<file path="config.mk">
export PLATFORM = sky130hd
export DESIGN_NAME = mult16_seq8_ctrl
export DESIGN_NICKNAME = d
export VERILOG_FILES = /design/src/rtl/mult16_seq8_pkg.sv /design/src/rtl/mult16_seq8_ctrl.sv
export SDC_FILE = /design/constraint.sdc
export NUM_CORES = 1
export LEC_CHECK = 0
export CAP_MARGIN = 20
export CORE_MARGIN = 2
export CORE_UTILIZATION = 61
export DETAILED_ROUTE_END_ITERATION = 10
export PLACE_DENSITY_LB_ADDON = 0.15
export SKIP_LAST_GASP = 1
export SLEW_MARGIN = 20
export SYNTH_ARGS = -nofsm -noshare
export SYNTH_HDL_FRONTEND = slang
export SYNTH_SLANG_ARGS = --single-unit
</file>
<file path="constraint.sdc">
create_clock -name i_clk -period 10.92 [get_ports i_clk]
set_input_delay 2.184 -clock i_clk [delete_from_list [all_inputs] [get_ports i_clk]]
set_output_delay 2.184 -clock i_clk [all_outputs]
set_load 0.05 [all_outputs]
</file>
<file path="src/rtl/mult16_seq8_pkg.sv">
// rtl/mult16_seq8_pkg.sv - shared types, partial-product tables and helpers for mult16_seq8_ctrl
package mult16_seq8_pkg;

    typedef enum logic [1:0] {
        ST_IDLE  = 2'd0,
        ST_ISSUE = 2'd1,
        ST_WAIT  = 2'd2,
        ST_DONE  = 2'd3
    } state_e;

    localparam int PP_COUNT = 4;

    // Partial product k uses these accumulator shifts and operand byte selects
    localparam logic [4:0] PP_SHIFT [PP_COUNT] = '{5'd0, 5'd8, 5'd8, 5'd16};
    localparam logic [PP_COUNT-1:0] PP_A_HI = 4'b1100;
    localparam logic [PP_COUNT-1:0] PP_B_HI = 4'b1010;

    // -32768 maps to 0x8000, which is the correct unsigned magnitude
    function automatic logic [15:0] abs16(input logic [15:0] v);
        return v[15] ? 16'(~v + 16'd1) : v;
    endfunction

endpackage

</file>
<file path="src/rtl/mult16_seq8_ctrl.sv">
// rtl/mult16_seq8_ctrl.sv - 16x16 signed multiply built from four passes through a shared 8x8 unsigned core
module mult16_seq8_ctrl
    import mult16_seq8_pkg::*;
#(
    parameter int MUL_LAT = 0
) (
    input  logic        i_clk,
    input  logic        i_rst_n,
    input  logic        i_valid,
    output logic        o_ready,
    input  logic [15:0] i_a,
    input  logic [15:0] i_b,
    input  logic        i_abort,
    output logic        o_valid,
    input  logic        i_ready,
    output logic [31:0] o_z,
    output logic        o_busy,
    output logic        o_mm_en,
    output logic [7:0]  o_mm_a,
    output logic [7:0]  o_mm_b,
    input  logic [15:0] i_mm_p
);

    localparam logic [1:0] WAIT_LAST = 2'(MUL_LAT - 1);
    localparam logic [1:0] K_LAST    = 2'(PP_COUNT - 1);

    state_e      state;
    logic        sgn;
    logic [15:0] ma;
    logic [15:0] mb;
    logic [31:0] acc;
    logic [1:0]  k;
    logic [1:0]  wcnt;

    logic [7:0]  sel_a;
    logic [7:0]  sel_b;
    logic [31:0] pp;
    logic [31:0] sum;
    logic        add_now;
    logic        active;

    always_comb begin
        sel_a   = PP_A_HI[k] ? ma[15:8] : ma[7:0];
        sel_b   = PP_B_HI[k] ? mb[15:8] : mb[7:0];
        pp      = 32'(i_mm_p) << PP_SHIFT[k];
        sum     = acc + pp;
        active  = (state == ST_ISSUE) || (state == ST_WAIT);
        // The core product is taken in ISSUE when there is no latency, else on the last WAIT cycle
        add_now = ((state == ST_ISSUE) && (MUL_LAT == 0)) ||
                  ((state == ST_WAIT) && (wcnt == WAIT_LAST));
    end

    assign o_ready = (state == ST_IDLE);
    assign o_valid = (state == ST_DONE);
    assign o_busy  = (state != ST_IDLE);
    assign o_mm_en = (state == ST_ISSUE);
    assign o_mm_a  = active ? sel_a : 8'd0;
    assign o_mm_b  = active ? sel_b : 8'd0;

    always_ff @(posedge i_clk or negedge i_rst_n) begin
        if (!i_rst_n) begin
            state <= ST_IDLE;
            sgn   <= 1'b0;
            ma    <= '0;
            mb    <= '0;
            acc   <= '0;
            k     <= '0;
            wcnt  <= '0;
            o_z   <= '0;
        end else begin
            case (state)
                ST_IDLE: begin
                    if (i_valid) begin
                        sgn  <= i_a[15] ^ i_b[15];
                        ma   <= abs16(i_a);
                        mb   <= abs16(i_b);
                        acc  <= '0;
                        k    <= '0;
                        wcnt <= '0;
                        if ((i_a == 16'd0) || (i_b == 16'd0)) begin
                            o_z   <= '0;
                            state <= ST_DONE;
                        end else begin
                            state <= ST_ISSUE;
                        end
                    end
                end
                ST_ISSUE, ST_WAIT: begin
                    if (i_abort) begin
                        acc   <= '0;
                        k     <= '0;
                        wcnt  <= '0;
                        state <= ST_IDLE;
                    end else if (add_now) begin
                        wcnt <= '0;
                        if (k == K_LAST) begin
                            acc   <= sum;
                            o_z   <= sgn ? (~sum + 32'd1) : sum;
                            state <= ST_DONE;
                        end else begin
                            acc   <= sum;
                            k     <= k + 2'd1;
                            state <= ST_ISSUE;
                        end
                    end else if (state == ST_ISSUE) begin
                        wcnt  <= '0;
                        state <= ST_WAIT;
                    end else begin
                        wcnt <= wcnt + 2'd1;
                    end
                end
                ST_DONE: begin
                    if (i_ready) begin
                        state <= ST_IDLE;
                    end
                end
                default: state <= ST_IDLE;
            endcase
        end
    end

endmodule

</file>
==> results of run 1 <==
-- flip-flops by register name (all words and copies together) (netlist names) --
name   cells
acc       32
k          2
ma        16
mb        16
o_z       32
sgn        1
state      2
wcnt       2
-- cells by family (layout without fill, tap and decap cells) --
| kind of cell | count (synthesis) | after routing | synth area share [%] |
|---|---|---|---|
| AND/OR/NAND/NOR | 308 | 308 | 19.0 |
| multiplexers | 31 | 31 | 4.08 |
| buffers and inverters | 67 | 150 | 3.36 |
| AO/OA/AOI/OAI | 285 | 285 | 24.9 |
| XOR/XNOR | 74 | 74 | 8.42 |
| adder cells (fa/ha/maj) | 41 | 41 | 6.76 |
| flip-flops | 103 | 103 | 33.5 |
-- report_power, final --
part	switching [mW]	internal [mW]
sequential	0.103	0.513
clock	0.156	0.159
combinational	1.17	0.599
total	1.43	1.27
-- cell type report --
type	count	area share [%]
multi-input combinational	739	53.4
sequential	103	28.3
timing repair buffer	110	11.9
clock buffer	10	2.51
tap	172	2.36
inverter	24	0.989
clock inverter	6	0.590
-- per-layer routing --
layer,global-route usage [%],share of wire [%],up-vias
met3,5.76,7.2,33
li1,-,-,3448
met2,49.1,45,254
met1,43.8,45,3370
met5,0,0,-
met4,9.92,2.7,0
-- through the flow --
| stage | setup WS [ns] | total power [mW] | area (µm²) | util [%] | hold WS, ns |
|---|---|---|---|---|---|
| final | 4.78 | 2.70 | 9110 | 73.1 | 0.481 |
| after floorplan | 5.42 | 1.88 | 7700 | - | 0.448 |
| after CTS | 4.85 | 2.68 | 9110 | 73.1 | 0.484 |
| after detailed placement | 4.49 | 2.36 | 8830 | 70.8 | 0.467 |
| after global placement | 4.64 | 2.34 | 8830 | 70.8 | 0.460 |
| after global routing | 4.54 | 2.89 | 9110 | 73.1 | 0.500 |
-- final timing paths --
kind | startpoint | endpoint | slack [ns] | cells after the start
max reg2reg | k[0] | o_z[31] | 5.16 | 15
max | i_mm_p[0] | o_z[31] | 4.78 | 14
min | o_z[22] | o_z[22] | 0.48 | 2
min reg2reg | o_z[22] | o_z[22] | 0.48 | 2
max in group asynchronous | i_rst_n | mb[10] | 7.89 | 2
min in group asynchronous | i_rst_n | acc[7] | 1.73 | 1
-- cells in the mapped netlist (7+ instances only) --
cell,number,share of area (%)
o41ai_1,7,0.80
xnor2_1,29,3.3
dfrtp_1,103,33
o31ai_1,22,2.1
nand2_1,138,6.7
o21ai_1,11,0.71
a31oi_1,10,0.81
mux2i_1,28,3.6
o21a_1,8,0.78
or4_1,7,0.68
and3_1,7,0.57
ha_1,40,6.5
clkbuf_1,38,1.9
nand4_1,7,0.57
nor2_1,59,2.9
a21oi_1,40,2.6
o211ai_1,8,0.78
inv_1,23,1.1
a22o_1,33,3.8
nor3_1,17,1.1
xor2_1,45,5.1
nand3_1,8,0.52
and2_1,13,1.1
o21ai_0,97,6.3
nor2b_1,14,1.1
or3_1,13,1.1
-- critical path: cells and delay by family --
family                     cells  cell delay [ns]
AOI/OAI and AO/OA              6             1.84
xor gates and xnor gates       1             0.18
adders and majority gates      2             0.67
buffers and inverters          1             0.44
and+or+nand+nor                4             1.04
==> results.txt, run 1 <==
- Result of the run: completed
* Pins over their slew limit: 0
- The top cell types in the final layout, fill and taps aside, are nand2_1 (138), dfrtp_1 (103), clkdlybuf4s50_1 (103).
- By startpoint and endpoint, the worst setup path is classified as in -> reg.
- The detailed router finished its first iteration with 463 violations.
* Area of the multi-input gates: 4860 µm²
- Once the floorplan was initialized, standard cells occupied 61.8% of the core.
- Area of the core: 12,500 µm²
- Detailed-routing iteration count for the pre-antenna-repair pass: 5
- Global routing used 31.2% of the available tracks across all layers.
- Sum of negative setup slack: 0 ns
- After global routing the overflow that remains totals 0.
- Gates resized during post-CTS repair numbered 0.
* Post-DRT Antenna Nets: 0
* Insertion delay to the later sink of the worst-skew pair: 0.36 ns
* Rows: 41
- During I/O placement, the number of pins put on the boundary was 105.
- The analysis attributes to cell leakage a power of 3.88 nW.
* Maximum number of pins on one net before global-route repair: 79
- In this run, synthesis produced a sequential element count of 103.
- Counting the buffers created by CTS gives 9.
- PwrDens: 296 nW/µm²
- Setup violations remaining at the end of the flow were counted as 0.
- Setup repair after global routing left no endpoint under its margin.
* Layout overhead on the synthesized area: 18.3%
* Number of unique standard cell types used by synthesis: 67
- For the pin with the worst max-slew slack, the measured transition is 0.974 ns.
- The number of antenna diodes in the final layout is 0.
- During synthesis, Yosys emitted a total of 0 warnings.
* Largest voltage drop on the vdd net: 0.000254 V
- Initial antenna violation count: 0
- Most frequent standard cell in the layout excluding fill and tap cells: nand2_1
- The final critical path takes up 56.2% of the cycle.
- The tree built by TritonCTS fans out to 103 sinks.
- Number of endpoints with negative hold slack in the final report: 0
* Kind of start point of the critical path: primary input
* CTS clk-pin slew, worst paths: 0.07 ns
* Post-synth net total: 1,003
- The routed design has 20,400 µm of wire.
* Largest buffer count on any clock path: 2
- The most used flip-flop cell after synthesis is dfrtp_1.
- Wire length of the first global-routing pass: 32,900 µm
* Fillers: 1,009
- Net count, final: 1,081
* Floorplan die height: 116 µm
* CTS hold repair buffers: 0
* TritonCTS clock tree: built
- Using the TritonRoute via totals, the vias-per-cell ratio works out to 6.10.
- Average wire per standard cell: 17.5 µm
- In this run the tightest slew margin relative to its limit is 35.1%.
* Area of the die: 13,500 µm²
- The tightest min-delay check is of the reg -> reg type.
- Along the worst path, the maximum fanout reaches 6.
* Number of enable-type register cells in the synthesized netlist: 0
- The slowest stage of the critical path belongs to the cell a311oi_1.
* Quantity of I/O buffers inserted on ports: 104
- Required time of the critical path: 11.15 ns
- Non-Filler Instances: 1,164
- Across the routed clock network, the largest skew measured is 0.0109 ns.
- Once the clock tree was built, the setup fixing pass inserted 0 buffers.
- Cell count after placement: 1,148
- Cell count after synthesis: 909
- Summing over every cut layer, the via total after detailed routing is 7,105.
* Data arrival time at the worst-slack endpoint: 6.36 ns
* Critical Path End Type: register
- Min Clock Period, post-route: 6.14 ns
- Mean instance size in the synthesized netlist: 8.47 µm²
* Number of global-route vias before repair: 6,532
* Async set-reset flop share out of synthesis: 100%
- Cell chain of the critical path: clkdlybuf4s50_1 > and2_1 > ha_1 > fa_1 > a211oi_2 > o211ai_2 > a21oi_4 > nor2_1 > or4_1 > a311oi_1 > nand4_1 > o41ai_1 > xor2_1 > o21ai_1
- Maxcap violations: 0
- In the routed design, unresolved DRC markers number 0.
- Global placer's final weighted congestion: 0.969
- Clock root buffer: clkbuf_16
- In this run the number of H-tree levels came out at 3.
* Achievable clock frequency: 0.163 GHz
* Detailed placement HPWL: 15,500 µm
- The post-route netlist has 4.64% of its cells at a drive strength greater than 1.
* Largest stage delay on the critical path: 0.59 ns
* Mapped cell area: 7700 µm²
- Registers take 2580 µm².
- From left edge to right edge, the die measures 116 µm.
- Portion of the post-synthesis area used by sequential elements: 33.5%
(Power assumes the default switching activity.)
==> run 2: changes to the inputs <==
CORE_UTILIZATION = 51   (was 61)
clock period = 5 ns   (was 10.92 ns; I/O delays follow)
==> results.txt, run 2 (synthesis gave the netlist of run 1 again) <==
* Result of the run: completed
* Cell chain of the critical path: clkdlybuf4s50_1 > and2_1 > ha_1 > fa_1 > a211oi_2 > o211ai_2 > a21oi_4 > xnor2_1 > or4_4 > a2111oi_4 > nand4b_2 > o41ai_1 > xor2_1 > o21ai_1
- The count of unresolved DRC violations after routing is 0 (unchanged).
* H-tree depth: 3 (unchanged)
* Pins over their slew limit: 0 (unchanged)
* Sum of negative setup slack: 0 ns (unchanged)
* Width of the chip: 127 µm (+9.0%)
* Mean number of vias per cell: 5.92 (-3.0%)
* Insertion delay to the later sink of the worst-skew pair: 0.35 ns (about the same)
- The number of hold-repair buffers added at the cts stage was 0 (unchanged).
- The net count of the finished layout is 1,123 (+3.9%).
- Setup Viol. Count Final: 0 (unchanged)
- The DRC violation total after the first TritonRoute iteration is 662 (+43%).
- Critical Path End Type: register
* Register-to-Register Setup Slack: 0.37 ns (-4.79 ns)
- The largest fanout of any net on the critical path was 6 (unchanged).
- The setup skew after layout was 0.0103 ns (-0.000576 ns).
- Static leakage: 4.09 nW (+5.3%)
* Most frequent standard cell in the layout excluding fill and tap cells: nand2_1
- Area of the core: 14,600 µm² (+17%)
* Max-slew headroom at the worst pin: 36.9% (+1.8 points)
- The tightest min-delay check is of the reg -> reg type.
* Largest stage delay on the critical path: 0.61 ns (+0.02 ns)
* Largest regs: acc (32), o_z (32)
* Maxcap violations: 0 (unchanged)
- Setup repair after global routing missed its margin: no
* Via count: 7,209 (+1.5%)
* Setup slack at placement: 0.0319 ns (-4.46 ns)
* Quantity of I/O buffers inserted on ports: 104 (unchanged)
- The total power density per cell area was 659 nW/µm² (+120%).
* Wire length of the first global-routing pass: 35,300 µm (+7.3%)
- Rows: 44 (+7.3%)
- Area of the die: 16,100 µm² (+19%)
- The worst register-to-register path begins at k[0].
- The signal arrival time at the worst endpoint was 4.88 ns (-1.48 ns).
- The critical path is of the in -> reg type.
- Global placer's final weighted congestion: 0.970 (+0.13%)
- The I/O pin count is 105 (unchanged).
- Capturing point of the worst reg2reg path: o_z[31]
- The number of antenna violations at the first check in global routing was 0 (unchanged).
- Initial core utilization: 52.6% (-9.2 points)
- Floorplan die height: 127 µm (+9.0%)
* Post-DRT Antenna Nets: 0 (unchanged)
- Layout overhead on the synthesized area: 22.8%
- Largest buffer count on any clock path: 2 (unchanged)
- Number of buffers created by CTS: 9 (unchanged)
* Antenna diodes: 0 (unchanged)
* Detailed placement HPWL: 16,700 µm (+8.3%)
* Final worst path period share: 93.1%
* Hold Worst Slack: 0.480 ns (-0.00152 ns)
- The tree is rooted in a clkbuf_16.
- Crit. Startpoint: i_mm_p[0]
- The total wire length is 21,800 µm (+6.8%).
- The count of TritonRoute iterations in the first routing pass was 5 (unchanged).
- The final routed wire length divided by cell count is 17.9 µm (+2.1%).
* Number of global-route vias before repair: 6,749 (+3.3%)
- The maximum VDD drop came to 0.000512 V (+100%).
- TritonCTS clock tree: built
- The final worst slack was 0.346 ns (-4.44 ns).
* Critical Path Sink: o_z[31]
* Post-CTS Setup Inserts: 0 (unchanged)
- Global-route total usage across every layer: 27.5% (-3.7 points)
- Number of endpoints with negative hold slack in the final report: 0 (unchanged)
- The leftover overflow at the end of global routing came to 0 (unchanged).
* Kind of start point of the critical path: primary input
* Maximum number of pins on one net before global-route repair: 74 (-6.3%)
- The share of post-route cells with drive strength above 1 was 8.70% (+4.1 points).
* Achievable clock frequency: 0.215 GHz
- The actual transition at the worst max-transition pin came to 0.947 ns (-0.0274 ns).
* CTS clk-pin slew, worst paths: 0.07 ns (about the same)
- FF-to-FF path depth: 17 (+2)
* Min Clock Period, post-route: 4.65 ns
- Slowest-stage cell, CP: or4_4
- In the layout the commonest cells are nand2_1 (138), dfrtp_1 (103), clkdlybuf4s50_1 (103).
- Number of clock sinks: 103 (unchanged)
- Core utilization of the finished layout: 64.6% (-8.5 points)
- Required time of the critical path: 5.23 ns (-5.92 ns)
## run 2: final cells by class
type / instances / area, µm²
clock inverter: 6 / 51.3
inverter: 24 / 90.1
timing repair buffer: 152 / 1400
clock buffer: 10 / 239
fill: 1298 / 5190
sequential: 103 / 2580
tap: 184 / 230
multi-input combinational: 739 / 4870
## run 2: per-layer routing
metal | vias up | GRT usage (%) | wire length [µm]
met5 | - | 0 | 0
met4 | 0 | 6.14 | 340
met3 | 22 | 5.19 | 1370
met2 | 234 | 42.9 | 9780
met1 | 3406 | 39.9 | 10300
li1 | 3547 | - | -
## run 2: worst min path at each step
stage | start | endpoint | slack, ns | cells after the start
after floorplan | ma[15] | ma[15] | 0.45 | 2
after global placement | o_z[3] | o_z[3] | 0.46 | 2
after detailed placement | mb[4] | mb[4] | 0.47 | 2
after CTS | ma[14] | ma[14] | 0.49 | 2
after global routing | ma[8] | ma[8] | 0.50 | 2
final | ma[3] | ma[3] | 0.48 | 2
## run 2: power breakdown
part           switching [mW]  internal, mW  total, mW
clock                   0.343         0.359      0.702
combinational            2.66          1.54       4.20
sequential              0.205          1.12       1.32
total                    3.21          3.02       6.22
## run 2: timing repair
| item | in CTS | in global routing |
|---|---|---|
| endpoints found under the setup margin | 0 | 1 |
| gates resized for setup | 0 | 1 |
| endpoints found under the hold margin | 0 | 0 |
## run 2: worst max-delay path: cells and delay by family
kind                       cells  cell delay [ns]
buffers and inverters          1             0.41
AOI/OAI and AO/OA              6             1.59
adders and majority gates      2             0.61
and+or+nand+nor                3             0.95
xor gates and xnor gates       2             0.31
## run 2: metrics by stage
stage | total power [mW] | std cells | instance area [µm²]
after global routing | 6.66 | 1218 | 9450
after floorplan | 4.11 | 909 | 7700
after global placement | 5.47 | 1202 | 9160
after detailed placement | 5.47 | 1202 | 9160
after CTS | 6.21 | 1218 | 9450
final | 6.22 | 1218 | 9450
==> run 3: changes to the inputs <==
ABC_CLOCK_PERIOD_IN_PS = 5000   (was default)
SKIP_CTS_REPAIR_TIMING = 1   (was default)
==> results of run 3 <==
Same layout as run 2: the final DEF is identical, and so are final timing and power.
==> variant: new RTL, flow settings as in run 2 <==
Re-encode `state_e` (4 states) as one-hot, 4 bits wide.
--- a/src/rtl/mult16_seq8_pkg.sv
+++ b/src/rtl/mult16_seq8_pkg.sv
@@ -1,11 +1,11 @@
 // rtl/mult16_seq8_pkg.sv - shared types, partial-product tables and helpers for mult16_seq8_ctrl
 package mult16_seq8_pkg;
 
-    typedef enum logic [1:0] {
-        ST_IDLE  = 2'd0,
-        ST_ISSUE = 2'd1,
-        ST_WAIT  = 2'd2,
-        ST_DONE  = 2'd3
+    typedef enum logic [3:0] {
+        ST_IDLE  = 4'b0001,
+        ST_ISSUE = 4'b0010,
+        ST_WAIT  = 4'b0100,
+        ST_DONE  = 4'b1000
     } state_e;
 
     localparam int PP_COUNT = 4;
Formal check against the unedited RTL: no difference found for any inputs over 4 cycles, from zero or initial values and one cycle with i_rst_n low; so few cycles prove little.
==> variant against run 2 <==
- worst setup slack got worse by 0.049 ns
- global-route usage grew 0.16 points
- critical endpoint is now o_z[24]$_DFFE_PN0P_
- sequential cell count increased by 2
- count of clock-buffer cells in the layout is the same
- die area up 1.2%
- core utilization decreased by 2.5 points
- worst hold slack barely moved
- clock skew fell by 0.0031 ns
- area after synthesis grew 1.2%
- cell area decreased by 0.99%
- wire length increased by 1.3%
Power is not compared: it rests on default switching activity, and its combinational part moved more than twofold at a synthesized area within 25%.
==> variant: results (changes against run 2) <==
| Item | Value | Change |
|---|---|---|
| Pin count of the biggest net entering global routing | 68 | -8.1% |
| Largest regs | acc (32), o_z (32) |  |
| Area fraction in compound gates after synthesis | 0.231 | -0.0174 |
| Largest stage delay on the critical path | 0.47 ns | -0.14 ns |
| Via count normalized by instance count | 5.95 | +0.46% |
| Portion of netlist area occupied by mux cells | 0.0438 | +0.00305 |
| Class of the tightest hold or removal check | reg -> reg |  |
| Top cell types by occurrence after synthesis | 153 x nand2_1, 111 x o21ai_0, 104 x dfrtp_1, 60 x nor2_1, 56 x xor2_1 |  |
| Vias | 7242 | +0.46% |
| Highest routed layer | met4 |  |
| Post-Synthesis Net Count | 1021 | +1.8% |
| First-pass GRT wire length | 35800 µm | +1.5% |
| Total of flip-flops plus latches after synthesis | 105 | +1.9% |
| Total wire length | 22000 µm | +1.3% |
| Seq/Total Area, Yosys | 0.337 | +0.00261 |
| Placement Setup Slack | -0.0465 ns | -0.0783 ns |
| Clock-cell share | 0.0313 | +0.000575 |
| Detailed placement HPWL | 17100 µm | +2.2% |
| Global routing usage on met1 | 0.388 | -0.0115 |
| Vias in the first global route | 6878 | +1.9% |
| Worst path top cell family by delay | simple AND/OR/NAND/NOR gates |  |
| Number of DRC markers in iteration 0 | 577 | -13% |
| Avg Cell Area, Syn | 8.37 µm² | -1.2% |
| GR Util met2 | 0.439 | +0.00934 |
| Data buffer area share | 0.132 | -0.0162 |
| XOR/XNOR share of the synthesized area | 0.0854 | +0.00125 |
| Count of inverters not on the clock network in the layout | 18 | -25% |
| Adder-cell share of the synthesized area | 0.0604 | -0.00723 |
| Number of multi-input logic gates | 762 | +3.1% |
| Fill cell count | 1399 | +7.8% |
| Die ar. | 0.0163 mm² | +1.2% |
| Arrival time reported for the critical path endpoint | 4.93 ns | +0.05 ns |
| GR Util All Layers | 0.277 | +0.00164 |
| Placed cell areas | 0.00906 mm² | -1.1% |
| Worst Skew | 0.00728 ns | -0.00305 ns |
| Multi-input gate share of the layout cell area | 0.524 | +0.00890 |
| Highest-delay cell along the critical path | ha_1 |  |
| Distinct cell type count after synthesis | 75 | +12% |
| Most area-consuming cells after synthesis | dfrtp_1 33%, nand2_1 7.4%, o21ai_0 7.1%, xor2_1 6.3%, ha_1 5.8% |  |
| Sequential cell area | 0.00263 mm² | +2.0% |
| Largest fanout on the critical path | 8 | +2 |
| Share of final-layout standard cells stronger than drive strength 1 | 0.0689 | -0.0181 |
| Count of buffers not belonging to the clock network in the layout | 130 | -14% |
| Met1 routed wirelength after detailed routing | 10200 µm | -0.80% |
| Met2 wire len | 9990 µm | +2.1% |
| Met3 layer usage reported by global route | 0.0662 | +0.0143 |
| Gpl congestion | 0.961 | -0.95% |
| Utilization after layout | 0.620 | -0.0253 |
| Least-Margin Pin Slew | 0.945 ns | -0.00185 ns |
| Clock net power | 0.724 mW |  |
| Outcome | finished clean |  |
-- variant: what timing repair did --
item,in CTS,in global routing
endpoints found under the setup margin,0,4
gates resized for setup,0,1
buffers inserted,0,1
endpoints found under the hold margin,0,0
-- variant: final timing paths --
path	from	end	slack [ns]	cells past startpoint
max in group asynchronous	i_rst_n	state[0]$_DFFE_PN1P_	3.16	2
worst min-delay path	ma[2]$_DFFE_PN0P_	ma[2]$_DFFE_PN0P_	0.48	2
min in group asynchronous	i_rst_n	acc[6]$_DFFE_PN0P_	0.75	1
worst min register to register	ma[2]$_DFFE_PN0P_	ma[2]$_DFFE_PN0P_	0.48	2
worst max register to register	k[0]$_DFFE_PN0P_	o_z[24]$_DFFE_PN0P_	0.30	15
worst max-delay path	i_mm_p[0]	o_z[24]$_DFFE_PN0P_	0.30	14
